==> config.mk <==
export PLATFORM = sky130hd
export DESIGN_NAME = shared_counter_arbiter_flat
export DESIGN_NICKNAME = d
export VERILOG_FILES = /design/src/rtl/shared_counter_arbiter_if.sv /design/src/rtl/shared_counter_arbiter.sv /design/src/flat_wrapper.sv
export SDC_FILE = /design/constraint.sdc
export NUM_CORES = 1
export LEC_CHECK = 0
export ABC_AREA = 0
export CORE_MARGIN = 1.5
export CORE_UTILIZATION = 35
export CTS_CLUSTER_SIZE = 10
export DETAILED_ROUTE_END_ITERATION = 7
export HOLD_SLACK_MARGIN = 0.05
export MAX_ROUTING_LAYER = met4
export PLACE_DENSITY = 0.59
export SETUP_SLACK_MARGIN = 0.4
export SLEW_MARGIN = 40
export SYNTH_ARGS = -nofsm -noshare
export SYNTH_HDL_FRONTEND = slang
export SYNTH_SLANG_ARGS = --single-unit
==> constraint.sdc <==
create_clock -name clk -period 6 [get_ports clk]
set_clock_uncertainty 0.15 [all_clocks]
set_input_delay 1.2 -clock clk [delete_from_list [all_inputs] [get_ports clk]]
set_output_delay 1.2 -clock clk [all_outputs]
set_load 0.03 [all_outputs]
==> src/rtl/shared_counter_arbiter_if.sv <==
// Bundle between the client FSMs (master) and the shared counter arbiter (slave).
// Requests and terminal counts flow in; grant, status and done pulses flow out.
interface shared_counter_arbiter_if #(
    parameter int N_REQ = 4,
    parameter int CNT_W = 8
);
    localparam int ID_W = $clog2(N_REQ);

    logic [N_REQ-1:0]       req;
    logic [N_REQ*CNT_W-1:0] dur;
    logic [N_REQ-1:0]       grant;
    logic [ID_W-1:0]        gnt_id;
    logic                   busy;
    logic [CNT_W-1:0]       count;
    logic [N_REQ-1:0]       done;

    modport master (
        output req,
        output dur,
        input  grant,
        input  gnt_id,
        input  busy,
        input  count,
        input  done
    );

    modport slave (
        input  req,
        input  dur,
        output grant,
        output gnt_id,
        output busy,
        output count,
        output done
    );
endinterface

==> src/rtl/shared_counter_arbiter.sv <==
// Round-robin owner selection for a single shared up-counter: the winner's counter
// runs 0..tgt, a one-cycle done pulse follows, then the next arbitration happens.
module shared_counter_arbiter #(
    parameter int N_REQ = 4,
    parameter int CNT_W = 8
) (
    input  logic                    clk,
    input  logic                    reset_n,
    shared_counter_arbiter_if.slave bus
);
    localparam int ID_W = $clog2(N_REQ);

    typedef enum logic [1:0] {
        ST_IDLE = 2'd0,
        ST_RUN  = 2'd1,
        ST_DONE = 2'd2
    } state_t;

    state_t             r_state, w_state_next;
    logic [N_REQ-1:0]   r_grant, w_grant_next;
    logic [N_REQ-1:0]   r_done, w_done_next;
    logic [ID_W-1:0]    r_gnt_id, w_gnt_id_next;
    logic [ID_W-1:0]    r_ptr, w_ptr_next;
    logic [CNT_W-1:0]   r_count, w_count_next;
    logic [CNT_W-1:0]   r_tgt, w_tgt_next;

    logic [CNT_W-1:0]   w_dur [N_REQ];
    logic [N_REQ-1:0]   w_win_onehot;
    logic [2*N_REQ-1:0] w_req_dbl;
    logic [N_REQ-1:0]   w_req_rot;
    logic [ID_W:0]      w_rot_amt;
    logic [ID_W:0]      w_off;
    logic [ID_W:0]      w_sum;
    logic [ID_W:0]      w_wrap;
    logic [ID_W-1:0]    w_win_id;
    logic               w_win_found;
    logic               w_owner_req;

    generate
        for (genvar gi = 0; gi < N_REQ; gi++) begin : g_slice
            assign w_dur[gi]        = bus.dur[gi*CNT_W +: CNT_W];
            assign w_win_onehot[gi] = (w_win_id == ID_W'(gi));
        end
    endgenerate

    // Rotate requests so bit 0 is the requester right after the last owner;
    // the lowest set bit of the rotated vector is then the round-robin winner.
    assign w_rot_amt   = {1'b0, r_ptr} + {{ID_W{1'b0}}, 1'b1};
    assign w_req_dbl   = {bus.req, bus.req} >> w_rot_amt;
    assign w_req_rot   = w_req_dbl[N_REQ-1:0];
    assign w_win_found = |bus.req;

    always_comb begin
        w_off = '0;
        for (int j = N_REQ - 1; j >= 0; j--) begin
            if (w_req_rot[j]) begin
                w_off = (ID_W+1)'(j);
            end
        end
    end

    assign w_sum    = w_rot_amt + w_off;
    assign w_wrap   = w_sum - (ID_W+1)'(N_REQ);
    assign w_win_id = (w_sum >= (ID_W+1)'(N_REQ)) ? w_wrap[ID_W-1:0] : w_sum[ID_W-1:0];

    assign w_owner_req = |(bus.req & r_grant);

    always_comb begin
        w_state_next  = r_state;
        w_grant_next  = r_grant;
        w_done_next   = '0;
        w_gnt_id_next = r_gnt_id;
        w_ptr_next    = r_ptr;
        w_count_next  = r_count;
        w_tgt_next    = r_tgt;

        case (r_state)
            ST_RUN: begin
                if (!w_owner_req) begin
                    w_state_next = ST_IDLE;
                    w_grant_next = '0;
                    w_count_next = '0;
                end else if (r_count == r_tgt) begin
                    w_state_next = ST_DONE;
                    w_done_next  = r_grant;
                    w_grant_next = '0;
                    w_count_next = '0;
                end else begin
                    w_count_next = r_count + 1'b1;
                end
            end
            default: begin
                // IDLE and DONE both arbitrate; the DONE cycle doubles as the gap
                // between back-to-back grants.
                if (w_win_found) begin
                    w_state_next  = ST_RUN;
                    w_grant_next  = w_win_onehot;
                    w_gnt_id_next = w_win_id;
                    w_ptr_next    = w_win_id;
                    w_tgt_next    = w_dur[w_win_id];
                    w_count_next  = '0;
                end else begin
                    w_state_next = ST_IDLE;
                    w_grant_next = '0;
                    w_count_next = '0;
                end
            end
        endcase
    end

    always_ff @(posedge clk or negedge reset_n) begin
        if (!reset_n) begin
            r_state  <= ST_IDLE;
            r_grant  <= '0;
            r_done   <= '0;
            r_gnt_id <= '0;
            r_ptr    <= ID_W'(N_REQ - 1);
            r_count  <= '0;
            r_tgt    <= '0;
        end else begin
            r_state  <= w_state_next;
            r_grant  <= w_grant_next;
            r_done   <= w_done_next;
            r_gnt_id <= w_gnt_id_next;
            r_ptr    <= w_ptr_next;
            r_count  <= w_count_next;
            r_tgt    <= w_tgt_next;
        end
    end

    assign bus.grant  = r_grant;
    assign bus.done   = r_done;
    assign bus.gnt_id = r_gnt_id;
    assign bus.count  = r_count;
    assign bus.busy   = (r_state == ST_RUN);
endmodule

==> src/flat_wrapper.sv <==
// flat-port wrapper written by rule: the top's interface ports become plain ports
module shared_counter_arbiter_flat 
#(
    parameter int N_REQ = 4,
    parameter int CNT_W = 8
)
  (clk, reset_n, bus_req, bus_dur, bus_grant, bus_gnt_id, bus_busy, bus_count, bus_done);
  shared_counter_arbiter_if #(.N_REQ(N_REQ), .CNT_W(CNT_W)) bus_i ();
  input  logic clk;
  input  logic reset_n;
  input wire logic [$bits(bus_i.req)-1:0] bus_req;
  input wire logic [$bits(bus_i.dur)-1:0] bus_dur;
  output wire logic [$bits(bus_i.grant)-1:0] bus_grant;
  output wire logic [$bits(bus_i.gnt_id)-1:0] bus_gnt_id;
  output wire logic [$bits(bus_i.busy)-1:0] bus_busy;
  output wire logic [$bits(bus_i.count)-1:0] bus_count;
  output wire logic [$bits(bus_i.done)-1:0] bus_done;
  assign bus_i.req = bus_req;
  assign bus_i.dur = bus_dur;
  assign bus_grant = bus_i.grant;
  assign bus_gnt_id = bus_i.gnt_id;
  assign bus_busy = bus_i.busy;
  assign bus_count = bus_i.count;
  assign bus_done = bus_i.done;
  shared_counter_arbiter #(.N_REQ(N_REQ), .CNT_W(CNT_W)) u_core (.clk(clk), .reset_n(reset_n), .bus(bus_i));
endmodule
== Yosys cells after proc, flatten, opt, wreduce, memory -nomap -nowiden ==
Cells that the tools add are included.

* Output and inout bits: 19
* Bits in registers: 30

* Reductions and logical operators: 4
* Add/subtract/negate cells: 4
* Multiplexer cells: 22
* Order comparisons: 2
* Shifts and indexed selects: 1
* Bitwise operators: 3
* Eq/ne operators: 6

{| class="wikitable"
|+ Operators with widths
! kind !! number
|-
| $mux W8 || 5
|-
| $mux W4 || 7
|-
| $bmux W8 S2 || 1
|-
| $mux W2 || 5
|-
| $mux W3 || 3
|-
| $add A8 B1 Y8 const B || 1
|-
| $eq A8 B8 Y1 || 1
|-
| $reduce_or A4 Y1 || 2
|-
| $shr A8 B3 Y4 || 1
|-
| $ge A3 B3 Y1 const B || 2
|-
| $and A4 B4 Y4 || 1
|-
| $eq A2 B1 Y1 const B || 2
|-
| $eq A2 B2 Y1 const B || 2
|-
| $add A2 B1 Y3 const B || 1
|-
| $add A3 B3 Y3 || 1
|-
| $ne A3 B3 Y1 const B || 1
|-
| $not A2 Y3 || 1
|-
| $logic_not A2 Y1 || 1
|-
| $reduce_and A2 Y1 || 1
|-
| $sub A2 B1 Y2 const B || 1
|-
| $mux W1 || 1
|-
| $not A1 Y1 || 1
|}

== Depth between registers and ports, before layout ==
* Depth in word-level cells: 13
* Depth in mapped cells: 12

== Worst setup path before layout ==
OpenSTA, ideal clock, no wires.

* Path kind: input port to flip-flop
* Start point: in bus_req[2]
* End point: reg u_core.r_tgt[0]
* Path buffers: 3
* Cell stages on the path: 12
* Setup time: 128 ps
* Arrival time: 3106 ps
* Required time: 5722 ps
* Setup slack: 2616 ps
* Cell sequence: buf_2 -> nor2b_1 -> a221oi_1 -> a21oi_1 -> a211oi_1 -> ha_1 -> buf_2 -> buf_2 -> mux2i_1 -> nor3_1 -> mux2i_1 -> nand3_1

* Longest elaborated chain between the ends: 12

{| class="wikitable"
|+ RTL lines
! item !! RTL line !! text
|-
| start: declaration || flat_wrapper.sv:11 || <nowiki>input wire logic [$bits(bus_i.req)-1:0] bus_req;</nowiki>
|-
| $shr A8 B3 Y4 || shared_counter_arbiter.sv:49 || <nowiki>assign w_req_dbl = {bus.req, bus.req} >> w_rot_amt;</nowiki>
|-
| $mux W2 || shared_counter_arbiter.sv:56 || <nowiki>if (w_req_rot[j]) begin</nowiki>
|-
| $mux W3 (3 in series) || shared_counter_arbiter.sv:56 ||
|-
| $add A3 B3 Y3 || shared_counter_arbiter.sv:62 || <nowiki>assign w_sum = w_rot_amt + w_off;</nowiki>
|-
| $ge A3 B3 Y1 or $sub A2 B1 Y2 (tied branches) || shared_counter_arbiter.sv:64, shared_counter_arbiter.sv:63 ||
|-
| $mux W2 || shared_counter_arbiter.sv:64 || <nowiki>assign w_win_id = (w_sum >= (ID_W+1)'(N_REQ)) ? w_wrap[ID_W-1:0] : w_sum[ID_W-1:0];</nowiki>
|-
| $not A2 Y3 (implied by the code) || shared_counter_arbiter.sv:100 || <nowiki>w_tgt_next = w_dur[w_win_id];</nowiki>
|-
| $bmux W8 S2 || shared_counter_arbiter.sv:100 ||
|-
| $mux W8 (implied by the code) (2 in series) || shared_counter_arbiter.sv:100 ||
|-
| end signal: assignment || shared_counter_arbiter.sv:127 || <nowiki>r_tgt <= w_tgt_next;</nowiki>
|-
| end: declaration || shared_counter_arbiter.sv:25 || <nowiki>logic [CNT_W-1:0] r_tgt, w_tgt_next;</nowiki>
|}

Parallel ways exist; a longest one is shown, timed or not. The select of a mux whose other input is x is not followed.
A chain may end at the register's enable or synchronous reset.

== Worst setup path in the final report ==
* Start point: in bus_req[1]
* End point: reg u_core.r_grant[0] (netlist: u_core.bus.grant[0])

* Longest elaborated chain between the ends: 11

{| class="wikitable"
|+ RTL lines
! item !! RTL line !! text
|-
| $shr A8 B3 Y4 || shared_counter_arbiter.sv:49 ||
|-
| $mux W2 || shared_counter_arbiter.sv:56 ||
|-
| $mux W3 (3 in series) || shared_counter_arbiter.sv:56 ||
|-
| $add A3 B3 Y3 || shared_counter_arbiter.sv:62 ||
|-
| $ge A3 B3 Y1 or $sub A2 B1 Y2 (tied branches) || shared_counter_arbiter.sv:64, shared_counter_arbiter.sv:63 ||
|-
| $mux W2 || shared_counter_arbiter.sv:64 ||
|-
| $logic_not A2 Y1 || shared_counter_arbiter.sv:42 || <nowiki>assign w_win_onehot[gi] = (w_win_id == ID_W'(gi));</nowiki>
|-
| $mux W4 || shared_counter_arbiter.sv:95 || <nowiki>if (w_win_found) begin</nowiki>
|-
| $mux W4 || shared_counter_arbiter.sv:77 || <nowiki>case (r_state)</nowiki>
|-
| end signal: assignment || shared_counter_arbiter.sv:122 || <nowiki>r_grant <= w_grant_next;</nowiki>
|-
| end: declaration || shared_counter_arbiter.sv:20 || <nowiki>logic [N_REQ-1:0] r_grant, w_grant_next;</nowiki>
|}

Parallel ways exist; a longest one is shown, timed or not.

==> results.sh <==
export IMPL_finalWirelength_um=4540
export IMPL_seq_area_frac_synth_pct=36.3
export IMPL_synth_lib_cells_used_distinct=42
export IMPL_setup_tns_ns=0
export IMPL_worstReg2RegEnd="u_core.bus.grant[0]"
export IMPL_min_path_cells=2
export IMPL_r2r_setup_slack_ns=2.81
export IMPL_pwr_density_cell_nw_per_um2=468
export IMPL_remaining_drc_errors=0
export IMPL_yosys_register_bits=30
export IMPL_period_share_pct=69.7
export IMPL_floorplan_die_area_um2=6390
export IMPL_hold_worst_slack_ns=0.338
export IMPL_synthesis_area_per_instance_um2=9.17
export IMPL_placed_cells=339
export IMPL_clk_root_buffer_cell="clkbuf_8"
export IMPL_r2r_start="u_core.r_ptr[0]"
export IMPL_final_design_area_no_fill_um2=2730
export IMPL_cts_hold_repair_buffers=0
export IMPL_vdd_drop_max_uv=293
export IMPL_hold_path_class="reg -> reg"
export IMPL_cts_max_level=2
export IMPL_path_clk_slew_ns=0.07
export IMPL_rows=27
export IMPL_post_cts_setup_buffers=0
export IMPL_syn_nets=267
export IMPL_layout_min_cycle_time_ns=4.18
export IMPL_final_core_util_pct=48.7
export IMPL_cts_resized_gates=0
export IMPL_antenna_left=0
export IMPL_dr_first_iter_drc_count=55
export IMPL_finalMaxSlewViolations=0
export IMPL_crit_start="bus_req[1]"
export IMPL_netlist_area_leader_share_pct=33.8
export IMPL_worstPathRequired_ns=5.98
export IMPL_number_of_enable_flip_flop_cells_after_synthesis=0
export IMPL_timing_reg2reg_worst_path_depth=8
export IMPL_number_of_global_route_vias_before_repair=1615
export IMPL_tritoncts_clock_tree="done"
export IMPL_initial_cell_density_of_the_core_pct=37.0
export IMPL_worstSetupPathType="in -> reg"
export IMPL_timing_fmax_ghz=0.239
export IMPL_area_growth_synth_to_final_pct=31.6
export IMPL_global_route_usage_total_pct=15.9
export IMPL_synth_area_um2=2070
export IMPL_detailed_place_area_um2=2630
export IMPL_origin_of_the_worst_min_delay_path="u_core.bus.gnt_id[0]"
export IMPL_drt_pass1_iter_count=4
export IMPL_cp_end_kind="flop"
export IMPL_hold_viol_final=0
export IMPL_detailed_place_hpwl_um=3320
export IMPL_synth_flop_cell="dfrtp_1"
export IMPL_final_critical_path_setup_slack_ns=1.82
export IMPL_cts_made_buffers=5
export IMPL_final_layout_size_suffix_gt1_share_pct=8.00
export IMPL_worst_path_arrival_time_ns=4.16
export IMPL_outcome="completed"
export IMPL_detail_route_wl_per_cell_um=13.1
export IMPL_place_congestion=0.803
export IMPL_finish_net_count=315
export IMPL_die_width_um=80.0
export IMPL_worst_setup_path_start_kind="input pin"
export IMPL_finalSetupViolations=0
export IMPL_avgViaCountPerCell=5.08
export IMPL_yosysMostFrequentCell="nor3_1"
export IMPL_vias=1762
export IMPL_tightest_slew_ns=0.702
export IMPL_async_reset_ff_share_pct=100
export IMPL_number_of_antenna_violations_at_the_first_check_in_global_routing=0
export IMPL_die_y_um=80.0
export IMPL_antenna_cells_inserted=0
export IMPL_ctsLongestPathBuffers=2
export IMPL_wire_length_of_the_first_global_routing_pass_um=7710
export IMPL_post_synth_most_frequent_cells="nor3_1 (35), mux2i_1 (33), dfrtp_1 (28), nor2_1 (18), nand2_1 (15)"
export IMPL_hold_path_end="u_core.bus.gnt_id[0]"
export IMPL_total_leakage_power_nw=1.19
export IMPL_max_cap_violations=0
export IMPL_relSlewSlack_pct=52.6
export IMPL_insertion_delay_ns=0.28
export IMPL_dp_worst_setup_slack_ns=1.49
export IMPL_timing_critical_path_fanout_max=19
export IMPL_post_layout_total_power_mw=1.28
export IMPL_grt_start_max_net_pins=51
export IMPL_port_buffer_count=56
export IMPL_synth_warning_count=0
export IMPL_post_synth_inst_count=226
export IMPL_synth_largest_area_cell="dfrtp_1"
export IMPL_synth_top_cells_by_area="dfrtp_1 (34%), mux2i_1 (16%), nor3_1 (8.4%), xor2_1 (4.2%), nor2_1 (3.3%)"
export IMPL_final_cells=347
export IMPL_core_region_area_um2=5610
export IMPL_cts_sinks=30
export IMPL_rsz_0062_raised_after_global_routing="no"
export IMPL_grt_overflow_total=0
export IMPL_top_level_pins=57
-- worst max-delay path, cell delays in order --
cell and delay (ns):
clkdlybuf4s50_1 0.67, nor2_1 0.11, a221oi_1 0.29, a21oi_1 0.07, a211oi_1 0.26, ha_2 0.51, clkinv_1 0.53, xnor2_1 0.41
o22ai_1 0.12
-- placed cells by master (no fill, tap or decap), drive strengths merged --
cell / Yosys / layout
nand2b: 1 / 1
and3: 2 / 2
a22oi: 2 / 2
nor2b: 1 / 1
nor2: 18 / 18
inv: 8 / 8
a31oi: 1 / 1
nor3: 35 / 35
a21boi: 2 / 2
nand3: 11 / 11
o21bai: 1 / 1
mux2i: 33 / 33
a22o: 1 / 1
a32oi: 1 / 1
buf: 15 / 3
dfstp: 2 / 2
o21ba: 1 / 1
clkbuf: 3 / 6
nor4: 2 / 2
ha: 3 / 3
or2: 2 / 2
clkinvlp: 0 / 1
o31ai: 1 / 1
o32ai: 2 / 2
a211oi: 1 / 1
and2: 4 / 4
nand2: 15 / 15
a221oi: 1 / 1
o22ai: 3 / 3
xnor2: 7 / 7
clkdlybuf4s50: 0 / 56
a21oi: 2 / 2
o21ai: 3 / 3
dfrtp: 28 / 28
a21o: 1 / 1
clkinv: 1 / 2
xor2: 10 / 10
o311ai: 1 / 1
a32o: 1 / 1
-- state kept, by name (all words and copies together), names as in the netlist --
| name | count |
|---|---|
| u_core.bus.done | 4 |
| u_core.r_tgt | 8 |
| u_core.r_state | 2 |
| u_core.bus.grant | 4 |
| u_core.bus.count | 8 |
| u_core.bus.gnt_id | 2 |
| u_core.r_ptr | 2 |
-- area by class of cell --
class / instances / area (um2)
repair buffers: 59 / 583
flip-flops and latches: 30 / 753
inverters: 9 / 33.8
clock inverters: 2 / 12.5
multi-input cells: 169 / 1170
fillers: 584 / 2880
clock buffers: 6 / 82.6
well taps: 72 / 90.1
-- cell families after synthesis --
group | after synthesis | share of synthesized area [%]
simple gates | 91 | 20.8
mux | 33 | 15.9
flops | 30 | 36.3
buf+inv | 27 | 7.18
compound gates | 25 | 10.4
xor+xnor | 17 | 7.54
fa+ha+maj | 3 | 1.81
-- routing by layer --
| layer | vias to the layer above | global-route usage (%) | wire (um) | part of all wire [%] |
|---|---|---|---|---|
| met1 | 821 | 21.9 | 2170 | 48 |
| met3 | 2 | 2.06 | 169 | 3.7 |
| met4 | 0 | 4.66 | 34 | 0.75 |
| li1 | 892 | - | - | - |
| met2 | 47 | 24.3 | 2170 | 48 |
| met5 | - | - | 0 | 0 |
-- report_power, final --
part	switching (mW)	internal, mW	leakage, nW	total, mW
Combinational	0.446	0.341	0.754	0.787
Sequential	0.0549	0.268	0.390	0.323
Clock	0.0749	0.0920	0.0472	0.167
Total	0.576	0.701	1.19	1.28
-- worst max path at each step --
stage                                to  slack [ns]
floorplan               u_core.r_tgt[0]        2.62
global placement    u_core.bus.grant[0]        1.22
detailed placement  u_core.bus.grant[0]        1.49
CTS                 u_core.bus.grant[0]        1.79
global route        u_core.bus.grant[0]        1.55
finish              u_core.bus.grant[0]        1.82
Note: power is estimated with default switching activity, not from simulation.
